[src/rtl/at25010_interface_pkg.sv]
// Shared definitions for the AT25010 SPI master: abstract command codes,
// EEPROM instruction opcodes and the frame-sequencing FSM state encoding.
package at25010_interface_pkg;

  typedef enum logic [2:0] {
    CMD_WREN  = 3'b000,
    CMD_WRDI  = 3'b001,
    CMD_RDSR  = 3'b010,
    CMD_WRSR  = 3'b011,
    CMD_READ  = 3'b100,
    CMD_WRITE = 3'b101
  } cmd_e;

  localparam logic [7:0] OP_WREN  = 8'h06;
  localparam logic [7:0] OP_WRDI  = 8'h04;
  localparam logic [7:0] OP_RDSR  = 8'h05;
  localparam logic [7:0] OP_WRSR  = 8'h01;
  localparam logic [7:0] OP_READ  = 8'h03;
  localparam logic [7:0] OP_WRITE = 8'h02;

  // Frame lengths in SCLK bits
  localparam logic [4:0] LEN_OP    = 5'd8;
  localparam logic [4:0] LEN_OP_B1 = 5'd16;
  localparam logic [4:0] LEN_OP_B2 = 5'd24;

  typedef enum logic [2:0] {
    ST_IDLE,
    ST_CS_SETUP,
    ST_SHIFT,
    ST_CS_HOLD,
    ST_CS_GAP,
    ST_ERR
  } state_e;

  // Commands whose trailing byte is read back from MISO
  function automatic logic is_read_cmd(input cmd_e c);
    return (c == CMD_RDSR) || (c == CMD_READ);
  endfunction

endpackage

[src/rtl/at25010_interface_if.sv]
// Command-side handshake bundle of the AT25010 SPI master.
//   master : system-side controller (drives request fields)
//   slave  : at25010_interface (drives ready/result/status pulses)
interface at25010_interface_if;
  logic       cmd_valid;
  logic       cmd_ready;
  logic [2:0] cmd_type;
  logic [6:0] cmd_addr;
  logic [7:0] cmd_wdata;
  logic [7:0] cmd_rdata;
  logic       cmd_done;
  logic       cmd_error;

  modport master (
    output cmd_valid, cmd_type, cmd_addr, cmd_wdata,
    input  cmd_ready, cmd_rdata, cmd_done, cmd_error
  );

  modport slave (
    input  cmd_valid, cmd_type, cmd_addr, cmd_wdata,
    output cmd_ready, cmd_rdata, cmd_done, cmd_error
  );
endinterface

[src/rtl/at25010_spi_shifter.sv]
// SPI mode-0 bit engine: CLOCK_DIV prescaler, 24-bit left-aligned shift
// register, 5-bit down-counting bit counter and MISO capture.
// Ports:
//   clk, rst     system clock, synchronous active-high reset
//   run_i        prescaler enable (frame in progress)
//   load_i       load frame_i/len_i and restart the prescaler
//   frame_i      frame bits, MSB first, left-aligned
//   len_i        number of SCLK bits in the frame
//   shift_en_i   SCLK toggling allowed
//   miso_i       serial data from the EEPROM
//   tick_o       last clk cycle of the current half-period
//   sclk_o       SPI clock (idle low)
//   mosi_o       current MSB of the shift register
//   last_o       falling SCLK edge that ends the frame
//   rx_o         last 8 MISO bits, MSB first
module at25010_spi_shifter #(
  parameter int unsigned CLOCK_DIV = 4
) (
  input  logic        clk,
  input  logic        rst,
  input  logic        run_i,
  input  logic        load_i,
  input  logic [23:0] frame_i,
  input  logic [4:0]  len_i,
  input  logic        shift_en_i,
  input  logic        miso_i,
  output logic        tick_o,
  output logic        sclk_o,
  output logic        mosi_o,
  output logic        last_o,
  output logic [7:0]  rx_o
);

  localparam int unsigned DW = (CLOCK_DIV > 1) ? $clog2(CLOCK_DIV) : 1;
  localparam logic [DW-1:0] DIV_LAST = DW'(CLOCK_DIV - 1);

  logic [DW-1:0] div_q, div_d;
  logic [23:0]   sreg_q, sreg_d;
  logic [4:0]    cnt_q, cnt_d;
  logic          sclk_q, sclk_d;
  logic [7:0]    rx_q, rx_d;

  assign tick_o = run_i && (div_q == DIV_LAST);
  assign sclk_o = sclk_q;
  assign mosi_o = sreg_q[23];
  assign rx_o   = rx_q;
  // Counter already hit zero on the final rising edge; this is its falling edge
  assign last_o = shift_en_i && tick_o && sclk_q && (cnt_q == '0);

  always_comb begin
    div_d  = div_q;
    sreg_d = sreg_q;
    cnt_d  = cnt_q;
    sclk_d = sclk_q;
    rx_d   = rx_q;

    if (!run_i || load_i || tick_o) begin
      div_d = '0;
    end else begin
      div_d = div_q + 1'b1;
    end

    if (load_i) begin
      sreg_d = frame_i;
      cnt_d  = len_i;
      sclk_d = 1'b0;
    end else if (shift_en_i && tick_o) begin
      if (!sclk_q) begin
        // Rising edge: capture MISO and consume one bit
        sclk_d = 1'b1;
        rx_d   = {rx_q[6:0], miso_i};
        cnt_d  = cnt_q - 1'b1;
      end else begin
        // Falling edge: present the next MOSI bit
        sclk_d = 1'b0;
        sreg_d = {sreg_q[22:0], 1'b0};
      end
    end
  end

  always_ff @(posedge clk) begin
    if (rst) begin
      div_q  <= '0;
      sreg_q <= '0;
      cnt_q  <= '0;
      sclk_q <= 1'b0;
      rx_q   <= '0;
    end else begin
      div_q  <= div_d;
      sreg_q <= sreg_d;
      cnt_q  <= cnt_d;
      sclk_q <= sclk_d;
      rx_q   <= rx_d;
    end
  end

endmodule

[src/rtl/at25010_interface.sv]
// Single-command SPI master for an AT25010 (128 x 8) serial EEPROM.
// Accepts one abstract command over a valid/ready handshake, serialises it
// as one SPI mode-0 frame and reports completion/rejection with pulses.
// Ports:
//   clk, rst     system clock, synchronous active-high reset
//   cmd          command handshake bundle (slave side)
//   spi_cs_n     chip select, active low
//   spi_sclk     SPI clock, idle low
//   spi_mosi     master out (0 while reading)
//   spi_miso     master in
module at25010_interface
  import at25010_interface_pkg::*;
#(
  parameter int unsigned CLOCK_DIV = 4
) (
  input  logic                 clk,
  input  logic                 rst,
  at25010_interface_if.slave   cmd,
  output logic                 spi_cs_n,
  output logic                 spi_sclk,
  output logic                 spi_mosi,
  input  logic                 spi_miso
);

  state_e      state_q, state_d;
  cmd_e        type_q, type_d;
  logic        done_q, done_d;
  logic [7:0]  rdata_q, rdata_d;

  logic [23:0] frame;
  logic [4:0]  frame_len;
  logic        type_ok;
  logic        load;
  logic        run;
  logic        shift_en;
  logic        tick;
  logic        last;
  logic        shift_mosi;
  logic [7:0]  rx;

  // Frame assembly from the live request; cmd_addr/cmd_wdata are held by
  // the shift register from the accept edge onwards.
  always_comb begin
    frame     = '0;
    frame_len = '0;
    type_ok   = 1'b1;
    case (cmd.cmd_type)
      CMD_WREN: begin
        frame     = {OP_WREN, 16'h0000};
        frame_len = LEN_OP;
      end
      CMD_WRDI: begin
        frame     = {OP_WRDI, 16'h0000};
        frame_len = LEN_OP;
      end
      CMD_RDSR: begin
        frame     = {OP_RDSR, 16'h0000};
        frame_len = LEN_OP_B1;
      end
      CMD_WRSR: begin
        frame     = {OP_WRSR, cmd.cmd_wdata, 8'h00};
        frame_len = LEN_OP_B1;
      end
      CMD_READ: begin
        frame     = {OP_READ, 1'b0, cmd.cmd_addr, 8'h00};
        frame_len = LEN_OP_B2;
      end
      CMD_WRITE: begin
        frame     = {OP_WRITE, 1'b0, cmd.cmd_addr, cmd.cmd_wdata};
        frame_len = LEN_OP_B2;
      end
      default: type_ok = 1'b0;
    endcase
  end

  always_comb begin
    state_d = state_q;
    type_d  = type_q;
    done_d  = 1'b0;
    rdata_d = rdata_q;
    load    = 1'b0;

    case (state_q)
      ST_IDLE: begin
        if (cmd.cmd_valid) begin
          type_d = cmd_e'(cmd.cmd_type);
          if (type_ok) begin
            load    = 1'b1;
            state_d = ST_CS_SETUP;
          end else begin
            state_d = ST_ERR;
          end
        end
      end
      ST_CS_SETUP: if (tick) state_d = ST_SHIFT;
      ST_SHIFT:    if (last) state_d = ST_CS_HOLD;
      ST_CS_HOLD:  if (tick) state_d = ST_CS_GAP;
      ST_CS_GAP: begin
        if (tick) begin
          state_d = ST_IDLE;
          done_d  = 1'b1;
          if (is_read_cmd(type_q)) rdata_d = rx;
        end
      end
      ST_ERR:      state_d = ST_IDLE;
      default:     state_d = ST_IDLE;
    endcase
  end

  always_ff @(posedge clk) begin
    if (rst) begin
      state_q <= ST_IDLE;
      type_q  <= CMD_WREN;
      done_q  <= 1'b0;
      rdata_q <= '0;
    end else begin
      state_q <= state_d;
      type_q  <= type_d;
      done_q  <= done_d;
      rdata_q <= rdata_d;
    end
  end

  assign run      = (state_q != ST_IDLE) && (state_q != ST_ERR);
  assign shift_en = (state_q == ST_SHIFT);

  at25010_spi_shifter #(
    .CLOCK_DIV (CLOCK_DIV)
  ) u_shifter (
    .clk        (clk),
    .rst        (rst),
    .run_i      (run),
    .load_i     (load),
    .frame_i    (frame),
    .len_i      (frame_len),
    .shift_en_i (shift_en),
    .miso_i     (spi_miso),
    .tick_o     (tick),
    .sclk_o     (spi_sclk),
    .mosi_o     (shift_mosi),
    .last_o     (last),
    .rx_o       (rx)
  );

  assign spi_cs_n = !((state_q == ST_CS_SETUP) || (state_q == ST_SHIFT) ||
                      (state_q == ST_CS_HOLD));
  // Shift register keeps residual bits after the frame; only drive them
  // while the frame is actually on the wire.
  assign spi_mosi = ((state_q == ST_CS_SETUP) || (state_q == ST_SHIFT)) ?
                    shift_mosi : 1'b0;

  assign cmd.cmd_ready = (state_q == ST_IDLE);
  assign cmd.cmd_error = (state_q == ST_ERR);
  assign cmd.cmd_done  = done_q;
  assign cmd.cmd_rdata = rdata_q;

endmodule

[src/flat_wrapper.sv]
// flat-port wrapper written by rule: the top's interface ports become plain ports
module at25010_interface_flat import at25010_interface_pkg::*;
#(
  parameter int unsigned CLOCK_DIV = 4
)
  (clk, rst, spi_cs_n, spi_sclk, spi_mosi, spi_miso, cmd_cmd_valid, cmd_cmd_type, cmd_cmd_addr, cmd_cmd_wdata, cmd_cmd_ready, cmd_cmd_rdata, cmd_cmd_done, cmd_cmd_error);
  at25010_interface_if cmd_i ();
  input  logic clk;
  input  logic rst;
  output logic spi_cs_n;
  output logic spi_sclk;
  output logic spi_mosi;
  input  logic spi_miso;
  input wire logic [$bits(cmd_i.cmd_valid)-1:0] cmd_cmd_valid;
  input wire logic [$bits(cmd_i.cmd_type)-1:0] cmd_cmd_type;
  input wire logic [$bits(cmd_i.cmd_addr)-1:0] cmd_cmd_addr;
  input wire logic [$bits(cmd_i.cmd_wdata)-1:0] cmd_cmd_wdata;
  output wire logic [$bits(cmd_i.cmd_ready)-1:0] cmd_cmd_ready;
  output wire logic [$bits(cmd_i.cmd_rdata)-1:0] cmd_cmd_rdata;
  output wire logic [$bits(cmd_i.cmd_done)-1:0] cmd_cmd_done;
  output wire logic [$bits(cmd_i.cmd_error)-1:0] cmd_cmd_error;
  assign cmd_i.cmd_valid = cmd_cmd_valid;
  assign cmd_i.cmd_type = cmd_cmd_type;
  assign cmd_i.cmd_addr = cmd_cmd_addr;
  assign cmd_i.cmd_wdata = cmd_cmd_wdata;
  assign cmd_cmd_ready = cmd_i.cmd_ready;
  assign cmd_cmd_rdata = cmd_i.cmd_rdata;
  assign cmd_cmd_done = cmd_i.cmd_done;
  assign cmd_cmd_error = cmd_i.cmd_error;
  at25010_interface #(.CLOCK_DIV(CLOCK_DIV)) u_core (.clk(clk), .rst(rst), .cmd(cmd_i), .spi_cs_n(spi_cs_n), .spi_sclk(spi_sclk), .spi_mosi(spi_mosi), .spi_miso(spi_miso));
endmodule
[config.mk]
export PLATFORM = sky130hd
export DESIGN_NAME = at25010_interface_flat
export DESIGN_NICKNAME = d
export VERILOG_FILES = /design/src/rtl/at25010_interface_pkg.sv /design/src/rtl/at25010_interface_if.sv /design/src/rtl/at25010_spi_shifter.sv /design/src/rtl/at25010_interface.sv /design/src/flat_wrapper.sv
export SDC_FILE = /design/constraint.sdc
export NUM_CORES = 1
export LEC_CHECK = 0
export ABC_CLOCK_PERIOD_IN_PS = 3200
export BUFFER_PORTS_ARGS = -buffer_cell sky130_fd_sc_hd__buf_2
export CAP_MARGIN = 20
export CELL_PAD_IN_SITES_DETAIL_PLACEMENT = 0
export CELL_PAD_IN_SITES_GLOBAL_PLACEMENT = 1
export CORE_UTILIZATION = 46
export CTS_CLUSTER_DIAMETER = 120
export CTS_CLUSTER_SIZE = 25
export DETAILED_ROUTE_END_ITERATION = 12
export PLACE_DENSITY_LB_ADDON = 0.08
export SLEW_MARGIN = 30
export SYNTH_ARGS = -nofsm -noshare
export SYNTH_HDL_FRONTEND = slang
export SYNTH_SLANG_ARGS = --single-unit
[constraint.sdc]
create_clock -name clk -period 3.2 [get_ports clk]
set_input_delay 0.16 -clock clk [delete_from_list [all_inputs] [get_ports clk]]
set_output_delay 0.16 -clock clk [all_outputs]
set_load 0.005 [all_outputs]
# After elaboration in Yosys (flattened, before gate mapping)
# Index checks and enable logic that the tools add are counted.
[word_totals] reg_bits=55 inputBits=22 output_inout_bits=14 elab_cells=87
[op_classes] n_addsub=2 n_eq_ne=20 n_mux=22 bitwise_logic=3 n_reduce_logical=31
[op_table] op="$pmux 19 s6" n=1
[op_table] op="$mux 24" n=3
[op_table] op="$mux 3" n=6
[op_table] op="$eq 3x2->1 const B" n=5
[op_table] op="$eq 3x3->1 const B" n=5
[op_table] op="$mux 5" n=3
[op_table] op="$pmux 3 s5" n=1
[op_table] op="$pmux 5 s3" n=1
[op_table] op="$reduce_or 2->1" n=6
[op_table] op="$ne 2x2->1 const B" n=5
[op_table] op="$mux 1" n=7
[op_table] op="$eq 3x1->1 const B" n=2
[op_table] op="$logic_not 3->1" n=2
[op_table] op="$reduce_and 2->1" n=3
[op_table] op="$reduce_and 3->1" n=2
[op_table] op="$reduce_or 6->1" n=1
[op_table] op="$logic_and 1x1->1" n=5
[op_table] op="$logic_not 5->1" n=1
[op_table] op="$logic_or 1x1->1" n=5
[op_table] op="$reduce_and 5->1" n=1
[op_table] op="$sub 5x1->5 const B" n=1
[op_table] op="$reduce_bool 2->1" n=2
[op_table] op="$ne 3x3->1 const B" n=1
[op_table] op="$not 1->1" n=3
[op_table] op="5 further kinds" n=6

# Logic depth before layout (Yosys ltp)
# Gate-level depths: netlist of the first run.
[depth] ltp_word=9 ltp_mapped=6

# Cells and area by module
# A second synthesis of the first run with hierarchy kept.
[hier_totals] hier_cells=347 area_unflattened_um2=2844.0
[by_module_without_submodules] mod="at25010_spi_shifter" instances=1 cells_each=219 area_per_inst_um2=1791.7 seq_area_each_um2=800.8
[by_module_without_submodules] mod="at25010_interface" instances=1 cells_each=128 area_per_inst_um2=1052.3 seq_area_each_um2=300.3

# Worst setup path before layout of the first run
# OpenSTA, ideal clock, no wires.
[synth_path] kind="register -> register" startpoint="register u_core.u_shifter.div_q[0]" endpoint="register u_core.u_shifter.sreg_q[7]" setup_ns=0.123 arrival_ns=1.517 setup_slack_ns=1.560 stages_incl_launch_ff=7 n_path_buf=1 period_less_slack_ns=1.640 cell_sequence="dfxtp_1 ha_1 and4bb_2 nand2_2 buf_2 mux2i_1 o21ai_0"
[synth_via] elab_chain_len=5
[synth_lines] item="start, declared" line="at25010_spi_shifter.sv:37" text="logic [DW-1:0] div_q, div_d;"
[synth_lines] item="start signal, assigned" line="at25010_spi_shifter.sv:89" text="div_q <= div_d;"
[synth_lines] item="$eq 2x2->1" line="at25010_spi_shifter.sv:43" text="assign tick_o = run_i && (div_q == DIV_LAST);"
[synth_lines] item="$logic_and 1x1->1" line="at25010_spi_shifter.sv:43"
[synth_lines] item="$logic_and 1x1->1" line="at25010_spi_shifter.sv:67" text="end else if (shift_en_i && tick_o) begin"
[synth_lines] item="$reduce_bool 2->1 (no line)"
[synth_lines] item="$reduce_and 2->1 (no line)"
[synth_lines] item="end signal, assigned" line="at25010_spi_shifter.sv:90" text="sreg_q <= sreg_d;"
[synth_lines] item="end, declared" line="at25010_spi_shifter.sv:38" text="logic [23:0] sreg_q, sreg_d;"
# No other way between the ends.
# A chain may end at the register's enable or synchronous reset.

# Worst setup path after layout of the first run
[layout_path] startpoint="register u_core.state_q[0]" endpoint="register u_core.u_shifter.sreg_q[3]"
[layout_via] elab_chain_len=6 word_cells_on_any_way=12
[layout_lines] item="start, declared" line="at25010_interface.sv:25" text="state_e state_q, state_d;"
[layout_lines] item="start signal, assigned" line="at25010_interface.sv:117" text="state_q <= state_d;"
[layout_lines] item="$ne 3x3->1 / $reduce_bool 3->1 (equally long branches)" line="at25010_interface.sv:124" text="assign run = (state_q != ST_IDLE) && (state_q != ST_ERR);"
[layout_lines] item="$logic_and 1x1->1" line="at25010_interface.sv:124"
[layout_lines] item="$logic_and 1x1->1" line="at25010_spi_shifter.sv:43"
[layout_lines] item="$logic_and 1x1->1" line="at25010_spi_shifter.sv:67"
[layout_lines] item="$reduce_bool 2->1 (no line)"
[layout_lines] item="$reduce_and 2->1 (no line)"
# Several ways; a longest one is shown, not always the timed one.

==> impl_metrics.yaml, run 1 <==
synth:
  ys_types: 47
  synth_edf_count: 0
  ys_seq_elements: 55
  synth_area_per_cell_um2: 9.10
  synth_cells: 273
  synthesis.nets: 298
  yosysWarnings: 0
  yosysSeqAreaShare_pct: 44.3
  synth-main-ff-cell: "dfxtp_1"
  syn_area_um2: 2480
  ys_async_sr_fraction_pct: 0
final_layout:
  layout_common_cells: "dfxtp_1 (55), buf_2 (35), nor2_1 (33)"
  multi_input_area_um2: 1260
  nets: 319
  diodes: 0
  fin_cells: 365
  final_area_um2: 2740
  synthToLayoutAreaGrowth_pct: 10.5
  drive_gt1_share_pct: 16.9
  regArea_um2: 1100
  final_common_cell: "dfxtp_1"
  fill_cells: 527
critical_path:
  criticalPathCategory: "flip-flop to flip-flop"
  ff2ff_setup_slack_ns: 0.80
  crit_buf_inv: 0
  crit_slowest_cell: "or4b_4"
  path_cells: "or4b_4 > a21o_1 > nand2b_1 > o21ai_0"
  crit_family: "simple AND/OR/NAND/NOR gates"
  crit_arrival_ns: 2.57
  required_ns: 3.37
  crit_path_max_incr_delay_ns: 0.68
  critPathLaunchType: "flip-flop"
  reg2reg_depth: 4
  cp-end-kind: "flip-flop"
  critPathMaxFanout: 23
  path_depth: 4
pwr:
  seq_power_share_pct: 58.7
  p_clk_share_pct: 31.7
  leakagePower_nw: 1.19
  power_density_nw_per_um2: 450
  switching_share_pct: 25.9
  ir_drop_mv: 0.253
  p_int_mw: 0.915
  p_comb_share_pct: 9.6
  power_switching_mw: 0.319
worst_hold_path:
  hold_depth: 3
  hp-class: "input port to flip-flop"
placed_design:
  finalWeightedCongestion: 0.706
  place_area_um2: 2650
  io_buffers: 35
  dp_slack_ns: 0.798
  dpl.cell_count: 357
  detailedPlacementHpwl_um: 3370
clock_tree:
  htreeDepth: 2
  clock_sinks: 55
  clkLatencyLatePin_ns: 0.31
  postCtsSetupBuffers: 0
  numCtsBuffers: 5
  cts_tree: "yes"
  clockRootBuffer: "clkbuf_8"
  cts_hold_buf: 0
  path_clk_slew_ns: 0.10
  cts_buffer_depth: 2
  cts_resized: 0
sta:
  fin_ws_ns: 0.799
  finalHoldViolCount: 0
  fin_crit_sh_pct: 75.0
  clock.fmax_mhz: 417
  slew_viol_final: 0
  tns_ns: 0
  relSlewSlack_pct: 46.7
  setup_violations: 0
  skew_ns: 0.00548
  worst_slew_pin_slew_ns: 0.800
  rsz0062_at_grt: "false"
  post-route-min-period_ns: 2.40
floorplanning:
  dieArea_um2: 5700
  initial_utilization_pct: 48.3
  rows: 26
  die_h_um: 75.5
  io_pins: 36
  die_x_um: 75.5
  core_area_um2: 5140
detailed_routing:
  vias: 1940
  drt_iter0_markers: 95
  wl_um: 5050
  routedWlPerCell_um: 13.8
  drc: 0
  viasPerCell: 5.32
  firstDrtPassIters: 4
  ant_nets: 0
global_routing:
  grt_overflow: 0
  grt_pass1_wl_um: 8150
  grt_usage_pct: 18.9
  grt_max_degree: 43
  first_global_vias: 1767
  grt_antenna_before_repair: 0
flow_run:
  drv_cap: 0
run_status:
  outcome: "finished, final reports clean"
## cells by family after synthesis
kind of cell	share of synthesized area, %
simple gates	19.7
compound gates	15.1
flops	44.3
mux	12.1
buf+inv	4.79
xor+xnor	2.47
fa+ha+maj	1.51
## power by group through the flow
stage | clock network, mW | registers (mW) | logic (mW)
after detailed placement | 0 | 0.740 | 0.118
after CTS | 0.404 | 0.724 | 0.119
after global routing | 0.427 | 0.728 | 0.135
after floorplan | 0 | 0.732 | 0.0942
final | 0.392 | 0.724 | 0.118
after global placement | 0 | 0.739 | 0.119
## registers in the layout (all words and copies together), names as in the netlist, 2 cells and up
register                 flops
u_core.state_q               3
u_core.u_shifter.div_q       2
u_core.cmd.cmd_rdata         8
u_core.type_q                3
u_core.u_shifter.rx_o        8
u_core.u_shifter.sreg_q     24
u_core.u_shifter.cnt_q       5
## cells in the mapped netlist (2+ instances only)
master | instances | area share, %
and3_1 | 8 | 2.0
nand4bb_1 | 2 | 0.91
nor3b_1 | 2 | 0.60
nor4_1 | 2 | 0.50
mux2i_1 | 30 | 12
a31oi_1 | 2 | 0.50
clkbuf_1 | 14 | 2.1
and4b_1 | 2 | 0.81
o22ai_1 | 2 | 0.50
nand2b_1 | 2 | 0.50
buf_2 | 5 | 1.0
xor2_1 | 3 | 1.1
o21ai_0 | 9 | 1.8
ha_1 | 3 | 1.5
nand2_1 | 28 | 4.2
inv_1 | 6 | 0.91
nor2_1 | 33 | 5.0
a211oi_1 | 9 | 2.7
a21oi_1 | 16 | 3.2
nand3_1 | 2 | 0.40
a221oi_1 | 7 | 2.5
xnor2_1 | 4 | 1.4
dfxtp_1 | 55 | 44
nor3_1 | 4 | 0.81
## worst paths after layout
| kind | start | end |
|---|---|---|
| setup / recovery | u_core.state_q[0]$_SDFFE_PP0P_ | u_core.u_shifter.sreg_q[3]$_SDFFE_PP0P_ |
| setup reg to reg | u_core.state_q[0]$_SDFFE_PP0P_ | u_core.u_shifter.sreg_q[3]$_SDFFE_PP0P_ |
| hold reg to reg | u_core.u_shifter.div_q[0]$_SDFF_PP0_ | u_core.u_shifter.div_q[0]$_SDFF_PP0_ |
| hold / removal | cmd_cmd_wdata[1] | u_core.u_shifter.sreg_q[1]$_SDFFE_PP0P_ |
## final cells by class
| cell class | instances | share of cell area, % |
|---|---|---|
| Clock buffer | 5 | 2.51 |
| Clock inverter | 3 | 0.912 |
| Inverter | 6 | 0.821 |
| Multi-Input combinational cell | 191 | 46.1 |
| Sequential cell | 55 | 40.1 |
| Tap cell | 70 | 3.19 |
| Timing Repair Buffer | 35 | 6.38 |
## per-layer routing
layer,part of all wire [%],vias to the layer above,GRT usage [%],wire length [um]
li1,-,1009,-,-
met1,51,887,26.0,2590
met2,43,39,30.1,2180
met3,4.6,5,4.10,232
met4,0.91,0,4.94,46
met5,0,-,0,0
## worst register-to-register path, delay by kind of cell, from the launching register on
family | cells | cell delay (ns)
flops | 1 | 0.43
simple gates | 2 | 1.19
compound gates | 2 | 0.64
## per-stage QoR
step / utilization, % / hold slack, ns / total power [mW]
floorplan: - / 0.269 / 0.826
detailed placement: 51.6 / 0.393 / 0.858
CTS: 53.4 / 0.0586 / 1.25
global placement: 51.6 / 0.379 / 0.858
global route: 53.4 / 0.0784 / 1.29
finish: 53.4 / 0.0679 / 1.23
Note: power is estimated with default switching activity, not from simulation.
==> run 2: changes to the inputs <==
Settings changed: ABC_CLOCK_PERIOD_IN_PS 3200 to 2300, CORE_UTILIZATION 46 to 43.
Clock period 3.2 ns to 2.3 ns, I/O delays scaled along.
==> impl_metrics.yaml, run 2 (synthesis results as in run 1) <==
critical_path:
  critPathLaunchType: "flip-flop"
  crit_path_max_incr_delay_ns: 0.55
  reg2reg_depth: 5
  critPathMaxFanout: 16
  crit_slowest_cell: "or4b_4"
  required_ns: 2.54
  cp-end-kind: "flip-flop"
  criticalPathCategory: "flip-flop to flip-flop"
  crit_arrival_ns: 2.15
  path_cells: "or4b_4 > buf_4 > a211o_1 > a32o_1 > a21oi_1"
global_routing:
  grt_use_met3_pct: 3.18
  grt_util_met2_pct: 30.7
  grt_util_met1_pct: 27.0
  grt_max_degree: 25
  grt_overflow: 0
  grt_usage_pct: 19.6
  top_usage_layer: "met2"
  first_global_vias: 1956
  grt_pass1_wl_um: 9320
  grt_antenna_before_repair: 0
sta:
  tns_ns: 0
  setup_violations: 0
  slew_viol_final: 0
  rsz0062_at_grt: "false"
  post-route-min-period_ns: 1.91
  worst_slew_pin_slew_ns: 0.483
  relSlewSlack_pct: 67.7
  holdWs_ns: 0.0396
  skew_ns: 0.00188
  clock.fmax_mhz: 523
  fin_crit_sh_pct: 83.1
  finalHoldViolCount: 0
final_layout:
  drive_gt1_share_pct: 19.9
  synthToLayoutAreaGrowth_pct: 16.3
  final_common_cell: "dfxtp_1"
  largest_reg_flops: 24
  top_register: "u_core.u_shifter.sreg_q"
  layout_common_cells: "dfxtp_1 (55), buf_2 (35), nor2_1 (33)"
  diodes: 0
  nets: 331
clock_tree:
  clock_sinks: 55
  cts_tree: "yes"
  cts_buffer_depth: 2
  clockRootBuffer: "clkbuf_8"
  postCtsSetupBuffers: 0
  path_clk_slew_ns: 0.09
  htreeDepth: 2
  numCtsBuffers: 5
  cts_hold_buf: 0
  cts_resized: 0
  clkLatencyLatePin_ns: 0.30
detailed_routing:
  ant_nets: 0
  drc: 0
  firstDrtPassIters: 4
  vias: 2001
  drt_iter0_markers: 115
  viasPerCell: 5.28
  wl_um: 5340
  routedWlPerCell_um: 14.1
flow_run:
  drv_cap: 0
placed_design:
  detailedPlacementHpwl_um: 3810
  io_buffers: 35
  finalWeightedCongestion: 0.735
pwr:
  power_density_nw_per_um2: 666
  switching_share_pct: 22.0
  p_int_mw: 1.50
  seq_power_share_pct: 52.2
  p_clk_share_pct: 38.2
  power_switching_mw: 0.422
  ir_drop_mv: 0.355
  p_comb_share_pct: 9.7
  leakagePower_nw: 1.28
worst_hold_path:
  hold_depth: 3
  hp-class: "input port to flip-flop"
floorplanning:
  dieArea_um2: 6080
  core_area_um2: 5540
  rows: 27
  io_pins: 36
  initial_utilization_pct: 44.8
  die_x_um: 78
  die_h_um: 78
run_status:
  outcome: "finished, final reports clean"
[run 2: per-stage QoR]
stage / cells / area (um2) / setup slack, ns / power (mW) / util (%)
floorplan: 273 / 2480 / 0.660 / 1.15 / -
global placement: 371 / 2760 / 0.429 / 1.21 / 49.7
detailed placement: 371 / 2760 / 0.421 / 1.21 / 49.7
CTS: 379 / 2890 / 0.401 / 1.96 / 52.1
global route: 379 / 2890 / 0.265 / 2.02 / 52.1
finish: 379 / 2890 / 0.388 / 1.92 / 52.1
[run 2: path summary, 6_finish.rpt]
check                                                          start                                       end  slack (ns)
worst max-delay path                  u_core.state_q[2]$_SDFFE_PP0P_  u_core.u_shifter.sreg_q[18]$_SDFFE_PP0P_        0.39
worst min-delay path                                cmd_cmd_wdata[2]   u_core.u_shifter.sreg_q[2]$_SDFFE_PP0P_        0.04
worst max register to register        u_core.state_q[2]$_SDFFE_PP0P_  u_core.u_shifter.sreg_q[18]$_SDFFE_PP0P_        0.39
worst min register to register  u_core.u_shifter.div_q[0]$_SDFF_PP0_      u_core.u_shifter.div_q[0]$_SDFF_PP0_        0.43
[run 2: routing by layer]
layer	vias to the layer above	routed length [um]
met5	-	0
met4	0	91
met3	8	151
met2	32	2270
met1	931	2820
li1	1030	-
[run 2: layout make-up]
| class | count | area [um2] |
|---|---|---|
| Tap cell | 72 | 90.1 |
| Multi-Input combinational cell | 191 | 1260 |
| Timing Repair Buffer | 47 | 278 |
| Clock buffer | 6 | 72.6 |
| Inverter | 6 | 22.5 |
| Clock inverter | 2 | 60.1 |
| Fill cell | 549 | 2650 |
| Sequential cell | 55 | 1100 |
[run 2: critical path, delay by kind of cell (launching register included)]
kind | cells | cell delay (ns)
AOI/OAI and AO/OA | 3 | 0.65
and+or+nand+nor | 1 | 0.55
buffers and inverters | 1 | 0.20
DFF | 1 | 0.46
[run 2: power by group through the flow]
| stage | Clock [mW] | Combinational, mW | Sequential, mW |
|---|---|---|---|
| after CTS | 0.765 | 0.187 | 1.00 |
| after global routing | 0.797 | 0.210 | 1.01 |
| final | 0.734 | 0.186 | 1.00 |
| after global placement | 0 | 0.184 | 1.02 |
| after detailed placement | 0 | 0.186 | 1.03 |
| after floorplan | 0 | 0.131 | 1.02 |
==> run 3: changes to the inputs <==
Settings changed: ABC_CLOCK_PERIOD_IN_PS 2300 to 1900.
Clock period 2.3 ns to 1.9 ns, I/O delays scaled along.
==> impl_metrics.yaml, run 3 (synthesis results as in run 1) <==
global_routing:
  grt_overflow: 0
  grt_usage_pct: 18.7
  first_global_vias: 1852
  grt_antenna_before_repair: 0
  grt_pass1_wl_um: 8920
  grt_max_degree: 24
worst_hold_path:
  hp-class: "input port to flip-flop"
  min_to: "u_core.u_shifter.sreg_q[7]$_SDFFE_PP0P_"
  min-delay-start: "cmd_cmd_wdata[7]"
  hold_depth: 3
detailed_routing:
  drc: 0
  wl_um: 5370
  firstDrtPassIters: 4
  drt_iter0_markers: 89
  viasPerCell: 5.34
  vias: 2033
  routedWlPerCell_um: 14.1
  ant_nets: 0
pwr:
  ir_drop_mv: 0.372
  p_int_mw: 1.68
  p_comb_share_pct: 10.8
  seq_power_share_pct: 54.9
  power_switching_mw: 0.521
  leakagePower_nw: 1.29
  p_clk_share_pct: 34.3
  power_density_nw_per_um2: 754
  power_mw: 2.20
  switching_share_pct: 23.6
sta:
  worst_slew_pin_slew_ns: 0.449
  skew_ns: 0.00595
  slew_viol_final: 0
  fin_ws_ns: 0.141
  relSlewSlack_pct: 70.0
  rsz0062_at_grt: "false"
  post-route-min-period_ns: 1.76
  fin_crit_sh_pct: 92.6
  finalHoldViolCount: 0
  clock.fmax_mhz: 569
  setup_violations: 0
  tns_ns: 0
critical_path:
  reg2reg_depth: 5
  ff2ff_setup_slack_ns: 0.14
  timing.rr.start: "u_core.state_q[0]$_SDFFE_PP0P_"
  crit_arrival_ns: 1.95
  critPathMaxFanout: 18
  cp-end-kind: "flip-flop"
  required_ns: 2.09
  r2r_end: "u_core.u_shifter.cnt_q[1]$_SDFFE_PP0P_"
  criticalPathCategory: "flip-flop to flip-flop"
  crit_path_start: "u_core.state_q[0]$_SDFFE_PP0P_"
  critPathLaunchType: "flip-flop"
clock_tree:
  path_clk_slew_ns: 0.10
  cts_tree: "yes"
  htreeDepth: 2
  cts_buffer_depth: 2
  numCtsBuffers: 5
  clockRootBuffer: "clkbuf_8"
  postCtsSetupBuffers: 0
  clkLatencyLatePin_ns: 0.30
  clock_sinks: 55
placed_design:
  finalWeightedCongestion: 0.803
  io_buffers: 35
  detailedPlacementHpwl_um: 3860
  dp_slack_ns: 0.123
final_layout:
  synthToLayoutAreaGrowth_pct: 17.7
  fill_cells: 554
  top_register: "u_core.u_shifter.sreg_q"
  largest_reg_flops: 24
  drive_gt1_share_pct: 21.7
  final_common_cell: "dfxtp_1"
  nets: 334
  diodes: 0
  layout_common_cells: "dfxtp_1 (55), buf_2 (35), nor2_1 (33)"
floorplanning:
  rows: 27
  io_pins: 36
  initial_utilization_pct: 44.8
  dieArea_um2: 6080
  die_h_um: 78
  core_area_um2: 5540
  die_x_um: 78
flow_run:
  drv_cap: 0
run_status:
  outcome: "finished, final reports clean"
==> run 3: critical path: stages, from the launching register on <==
cell     delay, ns
dfxtp_1       0.32
or4b_4        0.61
a21o_4        0.25
buf_12        0.15
a31oi_1       0.26
nor2_1        0.06
==> run 3: metrics by stage <==
step	std cells	utilization (%)	hold slack, ns	cell area, um2
2_1_floorplan	273	-	0.204	2480
3_3_place_gp	374	50.6	0.327	2800
3_5_place_dp	374	50.6	0.328	2800
4_1_cts	381	52.5	0.00986	2910
5_1_grt	381	52.8	0.0154	2920
6_report	381	52.8	0.0190	2920
==> run 3: power groups by stage <==
stage | clock, mW | combinational (mW) | sequential [mW]
after detailed placement | 0 | 0.236 | 1.24
after floorplan | 0 | 0.159 | 1.23
after CTS | 0.783 | 0.237 | 1.21
after global routing | 0.820 | 0.263 | 1.22
after global placement | 0 | 0.234 | 1.24
final | 0.756 | 0.238 | 1.21
==> run 3: timing repair <==
action | 4_1_cts | 5_1_grt
endpoints found under the hold margin | 0 | 0
endpoints found under the setup margin | 0 | 2
resized for setup | 0 | 3
hold buffers | 0 | 0
==> run 3: layout make-up <==
class | count | area, um2 | area share, %
clock buffer | 5 | 68.8 | 2.35
clock inverter | 2 | 37.5 | 1.28
timing repair buffer | 50 | 325 | 11.1
multi-input combinational | 191 | 1280 | 43.7
sequential | 55 | 1100 | 37.7
inverter | 6 | 22.5 | 0.770
tap | 72 | 90.1 | 3.08
==> run 3: worst max path at each step <==
| stage | slack (ns) | endpoint | cells after the start |
|---|---|---|---|
| 5_1_grt | 0.05 | u_core.u_shifter.sreg_q[8]$_SDFFE_PP0P_ | 6 |
| 3_3_place_gp | 0.13 | u_core.u_shifter.cnt_q[1]$_SDFFE_PP0P_ | 5 |
| 4_1_cts | 0.10 | u_core.u_shifter.cnt_q[1]$_SDFFE_PP0P_ | 5 |
| 3_5_place_dp | 0.12 | u_core.u_shifter.cnt_q[1]$_SDFFE_PP0P_ | 5 |
| 6_report | 0.14 | u_core.u_shifter.cnt_q[1]$_SDFFE_PP0P_ | 5 |
| 2_1_floorplan | 0.26 | u_core.u_shifter.sreg_q[7]$_SDFFE_PP0P_ | 6 |
==> run 3: metal layers <==
metal  part of all wire, %  track usage (%)
met1                    51             25.6
met2                    44             29.3
met3                   3.3             3.65
met4                   1.6             6.48
met5                     0                0
